[config.mk]
export PLATFORM = sky130hd
export DESIGN_NAME = triumph_if_stage
export DESIGN_NICKNAME = d
export VERILOG_FILES = /design/src/rtl/triumph_if_stage.sv
export SDC_FILE = /design/constraint.sdc
export NUM_CORES = 1
export LEC_CHECK = 0
export CAP_MARGIN = 40
export CORE_ASPECT_RATIO = 1.5
export CORE_MARGIN = 5
export CORE_UTILIZATION = 41
export DETAILED_ROUTE_END_ITERATION = 10
export HOLD_SLACK_MARGIN = 0.02
export PLACE_DENSITY_LB_ADDON = 0.08
export SKIP_CTS_REPAIR_TIMING = 1
export SYNTH_ARGS = -nofsm -noshare
export SYNTH_HDL_FRONTEND = slang
export SYNTH_SLANG_ARGS = --single-unit
export TNS_END_PERCENT = 100
[constraint.sdc]
create_clock -name clk_i -period 4.7 [get_ports clk_i]
set_input_delay 0.94 -clock clk_i [delete_from_list [all_inputs] [get_ports clk_i]]
set_output_delay 0.94 -clock clk_i [all_outputs]
set_load 0.01 [all_outputs]
[src/rtl/triumph_if_stage.sv]
// Instruction fetch stage: issues word fetches over req/gnt/rvalid and buffers responses in a prefetch FIFO for ID.
// Optional macro TRIUMPH_IF_MISALIGN_CHK_EN adds fetch_misalign_o and halts fetch after a misaligned branch target.
module triumph_if_stage #(
    parameter logic [31:0] BOOT_ADDR  = 32'h0000_0000,
    parameter int unsigned FIFO_DEPTH = 2
) (
    input  logic        clk_i,
    input  logic        rst_i,
    input  logic        fetch_en_i,
    output logic        instr_req_o,
    output logic [31:0] instr_addr_o,
    input  logic        instr_gnt_i,
    input  logic        instr_rvalid_i,
    input  logic [31:0] instr_rdata_i,
    output logic        instr_valid_o,
    output logic [31:0] instr_data_o,
    output logic [31:0] instr_pc_o,
    input  logic        id_ready_i,
    input  logic        branch_valid_i,
    input  logic [31:0] branch_target_i
`ifdef TRIUMPH_IF_MISALIGN_CHK_EN
    ,
    output logic        fetch_misalign_o
`endif
);
    localparam int unsigned PW = $clog2(FIFO_DEPTH);
    localparam int unsigned CW = PW + 1;
    typedef logic [CW-1:0] cnt_t;
    typedef logic [PW-1:0] ptr_t;
    localparam cnt_t DEPTH_C = cnt_t'(FIFO_DEPTH);

    typedef enum logic {IDLE, REQ} state_e;

    state_e      state_q, state_d;
    logic [31:0] pc_q, pc_d;
    logic [31:0] addr_q, addr_d;
    cnt_t        out_q, out_d;
    cnt_t        disc_q, disc_d;
    cnt_t        cnt_q, cnt_d;
    logic        kill_q, kill_d;
    logic        halt_d;
    ptr_t        rd_ptr_q, wr_ptr_q, pq_rd_q, pq_wr_q;

    logic [31:0] data_mem [FIFO_DEPTH];
    logic [31:0] pcf_mem  [FIFO_DEPTH];
    logic [31:0] pq_mem   [FIFO_DEPTH];

    logic [31:0] tgt, pc_eff;
    logic        granted, rsp, drop, push, pop;
    logic        busy, issue, launch;

    assign tgt     = branch_target_i & 32'hFFFF_FFFC;
    assign granted = (state_q == REQ) && instr_gnt_i;
    assign rsp     = instr_rvalid_i && (out_q != '0);
    assign drop    = rsp && (disc_q != '0);
    assign push    = rsp && !drop && !branch_valid_i;
    assign pop     = instr_valid_o && id_ready_i && !branch_valid_i;
    assign pc_eff  = branch_valid_i ? tgt : pc_q;

`ifdef TRIUMPH_IF_MISALIGN_CHK_EN
    logic halt_q, misalign_q;

    assign halt_d = branch_valid_i ? (branch_target_i[1:0] != 2'b00) : halt_q;

    always_ff @(posedge clk_i or posedge rst_i) begin
        if (rst_i) begin
            halt_q     <= 1'b0;
            misalign_q <= 1'b0;
        end else begin
            halt_q     <= halt_d;
            misalign_q <= branch_valid_i && (branch_target_i[1:0] != 2'b00);
        end
    end

    assign fetch_misalign_o = misalign_q;
`else
    assign halt_d = 1'b0;
`endif

    always_comb begin
        // NOTE: every signal written here gets a default first, so no path can infer a latch.
        out_d   = out_q + cnt_t'(granted) - cnt_t'(rsp);
        cnt_d   = cnt_q + cnt_t'(push) - cnt_t'(pop);
        disc_d  = disc_q - cnt_t'(drop) + cnt_t'(granted && kill_q);
        kill_d  = kill_q && !granted;
        state_d = IDLE;
        addr_d  = addr_q;
        pc_d    = pc_eff;
        // A redirect flushes the FIFO and turns every fetch still owed by memory into a discard.
        if (branch_valid_i) begin
            cnt_d  = '0;
            disc_d = out_d;
            kill_d = (state_q == REQ) && !instr_gnt_i;
        end
        // Slot check uses next-cycle counts so outstanding plus buffered never exceeds the FIFO.
        busy   = (state_q == REQ) && !instr_gnt_i;
        issue  = fetch_en_i && !halt_d && ((out_d + cnt_d) < DEPTH_C);
        launch = ((state_q == IDLE) || granted) && issue;
        if (busy || launch) state_d = REQ;
        if (launch) begin
            addr_d = pc_eff;
            pc_d   = pc_eff + 32'd4;
        end
    end

    always_ff @(posedge clk_i or posedge rst_i) begin
        if (rst_i) begin
            state_q  <= IDLE;
            pc_q     <= BOOT_ADDR;
            addr_q   <= BOOT_ADDR;
            out_q    <= '0;
            disc_q   <= '0;
            cnt_q    <= '0;
            kill_q   <= 1'b0;
            rd_ptr_q <= '0;
            wr_ptr_q <= '0;
            pq_rd_q  <= '0;
            pq_wr_q  <= '0;
        end else begin
            // NOTE: non-blocking assignments so every register samples its pre-edge inputs.
            state_q <= state_d;
            pc_q    <= pc_d;
            addr_q  <= addr_d;
            out_q   <= out_d;
            disc_q  <= disc_d;
            cnt_q   <= cnt_d;
            kill_q  <= kill_d;
            if (branch_valid_i) begin
                rd_ptr_q <= '0;
                wr_ptr_q <= '0;
            end else begin
                if (push) wr_ptr_q <= wr_ptr_q + ptr_t'(1);
                if (pop)  rd_ptr_q <= rd_ptr_q + ptr_t'(1);
            end
            if (granted) pq_wr_q <= pq_wr_q + ptr_t'(1);
            if (rsp)     pq_rd_q <= pq_rd_q + ptr_t'(1);
        end
    end

    // NOTE: storage arrays carry no reset; instr_valid_o gates every read, so stale words never escape.
    always_ff @(posedge clk_i) begin
        if (push) begin
            data_mem[wr_ptr_q] <= instr_rdata_i;
            pcf_mem[wr_ptr_q]  <= pq_mem[pq_rd_q];
        end
        if (granted) pq_mem[pq_wr_q] <= addr_q;
    end

    assign instr_req_o   = (state_q == REQ);
    assign instr_addr_o  = addr_q;
    assign instr_valid_o = (cnt_q != '0);
    assign instr_data_o  = instr_valid_o ? data_mem[rd_ptr_q] : 32'h0;
    assign instr_pc_o    = instr_valid_o ? pcf_mem[rd_ptr_q]  : 32'h0;

endmodule
==> results.ini, run 1 <==
[run_status]
status=finished clean

[timing]
worst_slack_ns=0.718
setup_viol=0
max_freq_mhz=251
max_slew_margin=0.452
period_share=0.847
fin_skew_ns=0.0134
hold_viol=0
setup-tns-final_ns=0
drv_slew=0
min_period_ns=3.98
tightest_slew_ns=0.822
grt_setup_unrepaired=no

[clocking]
clock_sinks=268
clk_pin_slew_ns=0.07
cts_buffer_depth=3
numCtsBuffers=26
cts_max_level=1
cts-root-buf=clkbuf_16
clkLatencyLatePin_ns=0.52
cts_tree=yes

[yosys]
ys_types=44
syn_nets=835
synth-edff-count=192
syn_area_per_cell_um2=14.5
synth.largest_area_cell=edfxtp_1
ys_seq_area_frac=0.699
syn_area_um2=11000
yosysTopAreaCellShare=0.525
synth_area_leaders=edfxtp_1 (53%), dfrtp_1 (17%), mux2i_1 (8.2%)
synthCells=757
yosys_warnings=0
ys_ff_latch=268
ys.flop_type=edfxtp_1
async_reset_ff_frac=0.284

[global_routing]
antenna_found_initial=1
grt_pass1_wl_mm=37.4
gr-usage-met2=0.285
grt.busiest_layer=met2
grt_use_met1=0.181
grt_pass1_vias=6993
grt_usage=0.155
grt_use_met3=0.0331
grt_overflow=0
grt_max_degree=65

[worst_setup_path]
worstPathRequired_ns=5.15
reg2reg_depth=13
crit_family=simple AND/OR/NAND/NOR gates
r2r-start=out_q[1]
crit_path_start_kind=input pin
crit_slowest_cell=or3_1
worst_ep_arrival_time_ns=4.43
path_max_fanout=10
crit_start=instr_rvalid_i
cp_num_buf_inv=3
r2r-end=pc_q[26]
slowest_delay_ns=0.61
crit_chain=clkdlybuf4s50_1, o21ai_0, inv_1, nand2_1, or2_2, ha_1, inv_1, ha_1, xnor3_1, nor2_1, xnor2_2, or3_1, nor3_1, xnor2_1
worstSetupEndpointType=register
reg2reg_slack_ns=1.23
crit_type=input pin to register

[floorplan]
die_area_um2=30200
die_w_um=144
coreArea_um2=26500
ios=169
row_count=73
initial_core_util=0.414
fp.dieH_um=210

[route]
post_drt_wl_per_cell_um=18.2
remaining_drc_errors=0
drt_iter0_drc=288
num_vias=6464
drt-pass1-iter-count=5
viasPerCell=5.00
routed_wl_mm=23.5
detail-route-antenna-nets=0

[finish]
diodes=0
layout.core_utilization=0.529
layout.nets=1013
drive_gt1_frac=0.123
num-fill-cells=2195
syn2layout_area_growth_pct=27.7

[place]
io_buffers=166
pre_cts_slack_ns=0.159
place_hpwl_mm=16.2
gp_congestion=0.828

[min_path]
min_path_cells=1
hold_class=register to register
min_from=pq_rd_q
holdPathEnd=pq_rd_q

[power]
leakage_nw=4.94
ir_drop_uv=354
pwr_density_cell_nw_per_um2=538

[job]
drv_cap=0

[sequential cells by signal (all words and copies together) (netlist names)]
name,count
cnt_q,2
data_mem,64
disc_q,2
instr_addr_o,32
instr_req_o,1
kill_q,1
out_q,2
pc_q,32
pcf_mem,64
pq_mem,64
pq_rd_q,1
pq_wr_q,1
rd_ptr_q,1
wr_ptr_q,1
[area by class of cell]
class | count | area (um^2) | share of cell area
clock buffer | 33 | 708 | 0.0505
clock inverter | 15 | 150 | 0.0107
inverter | 9 | 35.0 | 0.00250
multi-input combinational | 445 | 3160 | 0.225
sequential | 268 | 7670 | 0.547
tap | 337 | 422 | 0.0301
timing repair buffer | 185 | 1880 | 0.134
[cell families (layout without fill, tap and decap cells)]
family	Yosys count	after routing	share of synthesized area
AO/OA/AOI/OAI	51	51	0.0267
XOR/XNOR	42	42	0.0376
buffers and inverters	44	242	0.0168
adder cells (fa/ha/maj)	7	7	0.00798
AND/OR/NAND/NOR	217	217	0.0914
multiplexers	128	128	0.121
flip-flops	268	268	0.699
[metal layers]
layer / share of wire / routed length [um] / vias to the layer above
li1: - / - / 3093
met1: 0.39 / 9110 / 3164
met2: 0.53 / 12400 / 175
met3: 0.062 / 1470 / 30
met4: 0.021 / 505 / 2
met5: 0.00055 / 13 / -
[per-stage QoR]
| stage | power (mW) | cell area (um^2) | cells | hold WS (ns) |
|---|---|---|---|---|
| 2_1_floorplan | 4.54 | 11000 | 757 | 0.461 |
| 3_3_place_gp | 5.48 | 13100 | 1240 | 0.463 |
| 3_5_place_dp | 5.58 | 13200 | 1244 | 0.477 |
| 4_1_cts | 7.67 | 14000 | 1292 | 0.489 |
| 5_1_grt | 7.97 | 14000 | 1292 | 0.508 |
| 6_report | 7.54 | 14000 | 1292 | 0.483 |
[power breakdown]
part           leakage, nW  internal, mW  switching (mW)  total (mW)
sequential            2.67          3.09           0.294        3.38
clock                0.423          1.23           0.837        2.07
combinational         1.85          1.02            1.07        2.09
total                 4.94          5.34            2.20        7.54
[synth_stat cells (all sizes together) (4+ instances only)]
| cell | instances |
|---|---|
| edfxtp | 192 |
| nand3b | 7 |
| nor3 | 5 |
| xnor2 | 24 |
| nand2 | 67 |
| ha | 7 |
| a31oi | 4 |
| inv | 9 |
| nand3 | 18 |
| o21ai | 30 |
| nor2b | 6 |
| nand4 | 4 |
| nor4 | 8 |
| nor2 | 84 |
| a21oi | 8 |
| nand2b | 5 |
| buf | 22 |
| mux2i | 90 |
| dfrtp | 76 |
| mux2 | 38 |
| xor2 | 16 |
| clkbuf | 13 |
[worst max-delay path by stage]
stage	end	slack (ns)	depth (start not counted)
2_1_floorplan	data_mem[0][0]	-0.67	7
3_3_place_gp	pc_q[30]	0.23	14
3_5_place_dp	pc_q[26]	0.16	14
4_1_cts	pc_q[26]	0.71	14
5_1_grt	pc_q[18]	0.53	14
6_report	pc_q[26]	0.72	14
[placed cells by master (no fill, tap or decap), types with 4 or more instances in the layout]
cell type and instances:
dfrtp_1 75, clkinv_2 9, ha_1 7, nand2b_1 4, nor2_1 79, nand3b_1 7, nor2_4 4, a21oi_1 8
nor2b_1 6, nand2_1 67, xnor2_1 23, o21ai_0 30, nand4_1 4, nor4_1 7, nand3_1 18, a31oi_1 4
clkbuf_1 5, mux2i_1 90, xor2_1 15, buf_4 14, clkbuf_16 27, edfxtp_1 192, mux2_2 38, inv_1 8
clkdlybuf4s50_1 165
No activity file was read; power rests on OpenSTA's default activity.
==> inputs of run 2 (changes only) <==
==> constraint.sdc (replaced) <==
create_clock -name clk_i -period 3.6 [get_ports clk_i]
set_input_delay 0.72 -clock clk_i [delete_from_list [all_inputs] [get_ports clk_i]]
set_output_delay 0.72 -clock clk_i [all_outputs]
set_load 0.01 [all_outputs]
==> results.ini, run 2 (same netlist as run 1, synthesis figures left out) <==
[place]
place_hpwl_mm=16.9  ; was 16.2 mm
gp_congestion=0.829  ; was 0.828
io_buffers=166  ; unchanged

[min_path]
holdPathEnd=rd_ptr_q  ; was pq_rd_q
min_path_cells=2  ; was 1
min_from=branch_valid_i  ; was pq_rd_q
hold_class=input pin to register  ; was register to register

[route]
met3_length_mm=1.42  ; was 1.47 mm
remaining_drc_errors=0  ; unchanged
post_drt_wl_per_cell_um=18.0  ; was 18.2 um
routed_wl_mm=23.6  ; was 23.5 mm
top_layer_used=met4  ; was met5
drt_iter0_drc=259  ; was 288
wl_met2_mm=12.5  ; was 12.4 mm
num_vias=6485  ; was 6,464
detail-route-antenna-nets=0  ; unchanged
route.layer.met1.wl_mm=9.28  ; was 9.11 mm
viasPerCell=4.95  ; was 5.00
drt-pass1-iter-count=7  ; was 5

[timing]
hold_viol=0  ; unchanged
grt_setup_unrepaired=no  ; unchanged
holdWs_ns=0.420  ; was 0.483 ns
period_share=0.906
drv_slew=0  ; unchanged
fin_skew_ns=0.0165  ; was 0.0134 ns
setup-tns-final_ns=0  ; unchanged
max_freq_mhz=307
setup_viol=0  ; unchanged
min_period_ns=3.26
max_slew_margin=0.464  ; was 0.452
tightest_slew_ns=0.803  ; was 0.822 ns

[worst_setup_path]
worstSetupEndpointType=register  ; unchanged
reg2reg_depth=13  ; unchanged
r2r-end=pc_q[15]  ; was pc_q[26]
worstPathRequired_ns=3.98  ; was 5.15 ns
crit_type=input pin to register  ; unchanged
crit_path_start_kind=input pin  ; unchanged
path_max_fanout=9  ; was 10
r2r-start=out_q[1]  ; unchanged
reg2reg_slack_ns=0.64  ; was 1.23 ns
worst_ep_arrival_time_ns=3.64  ; was 4.43 ns

[power]
pwr_density_cell_nw_per_um2=689  ; was 538 nW/um^2
leakage_nw=5.02  ; was 4.94 nW
p_sw_mw=2.90  ; was 2.20 mW
clockPowerShare=0.250  ; was 0.274
seq_power_share=0.448  ; was 0.449
power_frac_comb=0.302  ; was 0.277
p_int_mw=6.87  ; was 5.34 mW
power_mw=9.77  ; was 7.54 mW
swShare=0.297  ; was 0.292
ir_drop_uv=420  ; was 354 uV

[global_routing]
antenna_found_initial=0  ; was 1
grt_pass1_wl_mm=37.2  ; was 37.4 mm
grt_max_degree=65  ; unchanged
grt_usage=0.155  ; about the same
grt_overflow=0  ; unchanged
grt_pass1_vias=7106  ; was 6,993

[finish]
top_regs=data_mem (64), pcf_mem (64), pq_mem (64)  ; unchanged
syn2layout_area_growth_pct=29.2  ; was 27.7%
layout.nets=1034  ; was 1,013
final_common_cell=edfxtp_1  ; unchanged
final_cell_mix=edfxtp_1 (192), clkdlybuf4s50_1 (165), mux2i_1 (90)  ; unchanged
drive_gt1_frac=0.141  ; was 0.123
diodes=0  ; unchanged

[run_status]
status=finished clean  ; unchanged

[clocking]
clkLatencyLatePin_ns=0.52  ; about the same
cts_buffer_depth=3  ; unchanged
clk_pin_slew_ns=0.06  ; was 0.07 ns
numCtsBuffers=25  ; was 26
cts_tree=yes  ; unchanged
cts_max_level=1  ; unchanged
cts-root-buf=clkbuf_16  ; unchanged
clock_sinks=268  ; unchanged

[floorplan]
row_count=73  ; unchanged
die_w_um=144  ; unchanged
initial_core_util=0.414  ; unchanged
coreArea_um2=26500  ; unchanged
die_area_um2=30200  ; unchanged
ios=169  ; unchanged
fp.dieH_um=210  ; unchanged

[job]
drv_cap=0  ; unchanged

## run 2: per-stage QoR
step           setup slack (ns)  std cells  cell area, um^2   util
2_1_floorplan            -0.123        757            11000      -
6_report                  0.338       1311            14200  0.536
4_1_cts                   0.349       1311            14200  0.536
5_1_grt                   0.104       1311            14200  0.536
3_3_place_gp             -0.176       1266            13400  0.507
3_5_place_dp             -0.187       1266            13400  0.507
## run 2: power groups by stage
stage               logic, mW  clock network (mW)  registers (mW)
global route             3.22                2.66            4.44
CTS                      3.01                2.54            4.39
global placement         2.94                   0            4.42
detailed placement       3.00                   0            4.45
finish                   2.95                2.45            4.38
floorplan                1.59                   0            4.38
## run 2: worst max-delay path, stage by stage
cell and delay (ns):
clkdlybuf4s50_1 0.46, o21ai_0 0.11, inv_1 0.10, nand2_1 0.08, or2_4 0.26, ha_1 0.27, inv_1 0.03, ha_1 0.28
nand3b_1 0.12, xor2_2 0.29, xnor2_4 0.11, buf_4 0.18, nor4_1 0.37, xnor2_1 0.18, mux2i_1 0.10
## run 2: cell type report
class / instances / area (um^2)
clock buffer: 28 / 647
clock inverter: 17 / 114
fill: 2242 / 12300
inverter: 9 / 35.0
multi-input combinational: 445 / 3180
sequential: 268 / 7670
tap: 337 / 422
timing repair buffer: 207 / 2110
## run 2: worst max-delay path by stage
stage / from / end / slack (ns) / depth (start not counted)
3_3_place_gp: instr_rvalid_i / instr_addr_o[1] / -0.18 / 15
4_1_cts: instr_rvalid_i / pc_q[15] / 0.35 / 15
3_5_place_dp: instr_rvalid_i / instr_addr_o[1] / -0.19 / 15
5_1_grt: instr_rvalid_i / pc_q[15] / 0.10 / 15
6_report: instr_rvalid_i / pc_q[15] / 0.34 / 15
2_1_floorplan: branch_valid_i / data_mem[0][0] / -0.12 / 7
## run 2: metal layers
layer	GRT usage	vias up
met2	0.285	159
met1	0.183	3173
met4	0.0426	0
met5	0	-
li1	-	3123
met3	0.0315	30
==> inputs of run 3 (changes only) <==
--- a/config.mk
+++ b/config.mk
@@ -13,7 +13,8 @@
 export HOLD_SLACK_MARGIN = 0.02
 export PLACE_DENSITY_LB_ADDON = 0.08
 export SKIP_CTS_REPAIR_TIMING = 1
+export SLEW_MARGIN = 0
 export SYNTH_ARGS = -nofsm -noshare
 export SYNTH_HDL_FRONTEND = slang
 export SYNTH_SLANG_ARGS = --single-unit
-export TNS_END_PERCENT = 100
+export TNS_END_PERCENT = 30
==> results.ini, run 3 (same netlist as run 1, synthesis figures left out) <==
[clocking]
cts_max_level=1  ; unchanged
numCtsBuffers=26  ; was 25
cts-root-buf=clkbuf_16  ; unchanged
clkLatencyLatePin_ns=0.53  ; was 0.52 ns
cts_buffer_depth=3  ; unchanged
clock_sinks=268  ; unchanged
cts_tree=yes  ; unchanged
clk_pin_slew_ns=0.06  ; about the same

[power]
p_int_mw=7.09  ; was 6.87 mW
clockPowerShare=0.273  ; was 0.250
leakage_nw=4.99  ; was 5.02 nW
seq_power_share=0.439  ; was 0.448
p_sw_mw=2.92  ; was 2.90 mW
power_frac_comb=0.288  ; was 0.302
ir_drop_uv=457  ; was 420 uV
pwr_density_cell_nw_per_um2=709  ; was 689 nW/um^2
swShare=0.292  ; was 0.297

[worst_setup_path]
worst_ep_arrival_time_ns=3.75  ; was 3.64 ns
worstSetupEndpointType=register  ; unchanged
crit_type=input pin to register  ; unchanged
crit_path_start_kind=input pin  ; unchanged
crit_start=instr_rvalid_i  ; unchanged
r2r-start=out_q[1]  ; unchanged
worstPathRequired_ns=4.04  ; was 3.98 ns
path_max_fanout=7  ; was 9

[run_status]
status=finished clean  ; unchanged

[finish]
final_common_cell=edfxtp_1  ; unchanged
fin_area_um2=14100  ; was 14,200 um^2
syn2layout_area_growth_pct=28.6  ; was 29.2%
stdcell_count=1302  ; was 1,311
layout.nets=1025  ; was 1,034
drive_gt1_frac=0.133  ; was 0.141
top_regs=data_mem (64), pcf_mem (64), pq_mem (64)  ; unchanged
final_cell_mix=edfxtp_1 (192), clkdlybuf4s50_1 (165), mux2i_1 (90)  ; unchanged
diodes=0  ; unchanged

[timing]
grt_setup_unrepaired=no  ; unchanged
min_period_ns=3.31  ; was 3.26 ns
hold_viol=0  ; unchanged
max_freq_mhz=302  ; was 307 MHz
drv_slew=0  ; unchanged
fin_skew_ns=0.0104  ; was 0.0165 ns
tightest_slew_ns=0.874  ; was 0.803 ns
period_share=0.920  ; was 0.906
setup_viol=0  ; unchanged
max_slew_margin=0.417  ; was 0.464

[floorplan]
fp.dieH_um=210  ; unchanged
coreArea_um2=26500  ; unchanged
die_w_um=144  ; unchanged
initial_core_util=0.414  ; unchanged
row_count=73  ; unchanged
die_area_um2=30200  ; unchanged
ios=169  ; unchanged

[min_path]
min_from=branch_valid_i  ; unchanged
hold_class=input pin to register  ; unchanged

[place]
gp_congestion=0.843  ; was 0.829
io_buffers=166  ; unchanged
place_hpwl_mm=15.9  ; was 16.9 mm
placed_area_um2=13300  ; was 13,400 um^2
placedCellCount=1256  ; was 1,266

[route]
routed_wl_mm=23.7  ; was 23.6 mm
viasPerCell=5.04  ; was 4.95
drt_iter0_drc=212  ; was 259
route.layer.met1.wl_mm=9.44  ; was 9.28 mm
post_drt_wl_per_cell_um=18.2  ; was 18.0 um
remaining_drc_errors=0  ; unchanged
drt-pass1-iter-count=5  ; was 7
detail-route-antenna-nets=0  ; unchanged
met3_length_mm=1.40  ; was 1.42 mm
top_layer_used=met4  ; unchanged
num_vias=6566  ; was 6,485
wl_met2_mm=12.3  ; was 12.5 mm

[global_routing]
grt_pass1_wl_mm=37.5  ; was 37.2 mm
grt_max_degree=75  ; was 65
grt_overflow=0  ; unchanged
grt_pass1_vias=7045  ; was 7,106
antenna_found_initial=0  ; unchanged
grt_usage=0.157  ; was 0.155

[job]
drv_cap=0  ; unchanged

run 3: area by class of cell:
type                    instances  area, um^2
well taps                     337         422
clock inverters                14         148
repair buffers                197        1960
flip-flops and latches        268        7670
fillers                      2205       12400
inverters                       9        35.0
multi-input cells             445        3160
clock buffers                  32         714
run 3: worst paths after layout:
check	to	slack, ns	cells after the start
worst max-delay path	pc_q[30]	0.29	15
worst min-delay path	rd_ptr_q	0.43	2
worst max register to register	pc_q[30]	0.58	14
worst min register to register	pq_mem[0][0]	0.50	0
max in group asynchronous	instr_addr_o[1]	2.25	4
min in group asynchronous	pq_wr_q	0.55	2
run 3: power by group through the flow:
stage | combinational, mW | sequential [mW] | clock [mW]
floorplan | 1.55 | 4.38 | 0
global placement | 2.87 | 4.44 | 0
detailed placement | 2.95 | 4.47 | 0
CTS | 2.97 | 4.41 | 2.82
global route | 3.16 | 4.46 | 2.94
finish | 2.89 | 4.39 | 2.73
run 3: metrics by stage:
stage	power, mW	hold slack [ns]	util	TNS [ns]	setup WS, ns
2_1_floorplan	5.93	0.461	-	-66.74	-0.416
5_1_grt	10.6	0.418	0.533	0	0.0764
3_5_place_dp	7.42	0.485	0.500	-9.41	-0.242
3_3_place_gp	7.31	0.485	0.500	-8.89	-0.248
6_report	10.0	0.426	0.533	0	0.289
4_1_cts	10.2	0.398	0.533	0	0.264
run 3: layer usage:
layer  GRT usage  vias to the layer above
met5           0                        -
met4      0.0539                        0
met3      0.0318                       35
met2       0.279                      164
met1       0.189                     3244
li1            -                     3123
run 3: critical path, stage by stage:
cell	delay, ns
clkdlybuf4s50_1	0.46
o21ai_0	0.11
inv_1	0.10
nand2_1	0.06
or2_2	0.29
ha_1	0.27
inv_1	0.04
ha_1	0.18
xnor3_1	0.34
nor2_2	0.15
xnor2_2	0.10
or3_1	0.36
buf_4	0.18
nor4_4	0.22
xnor2_1	0.15
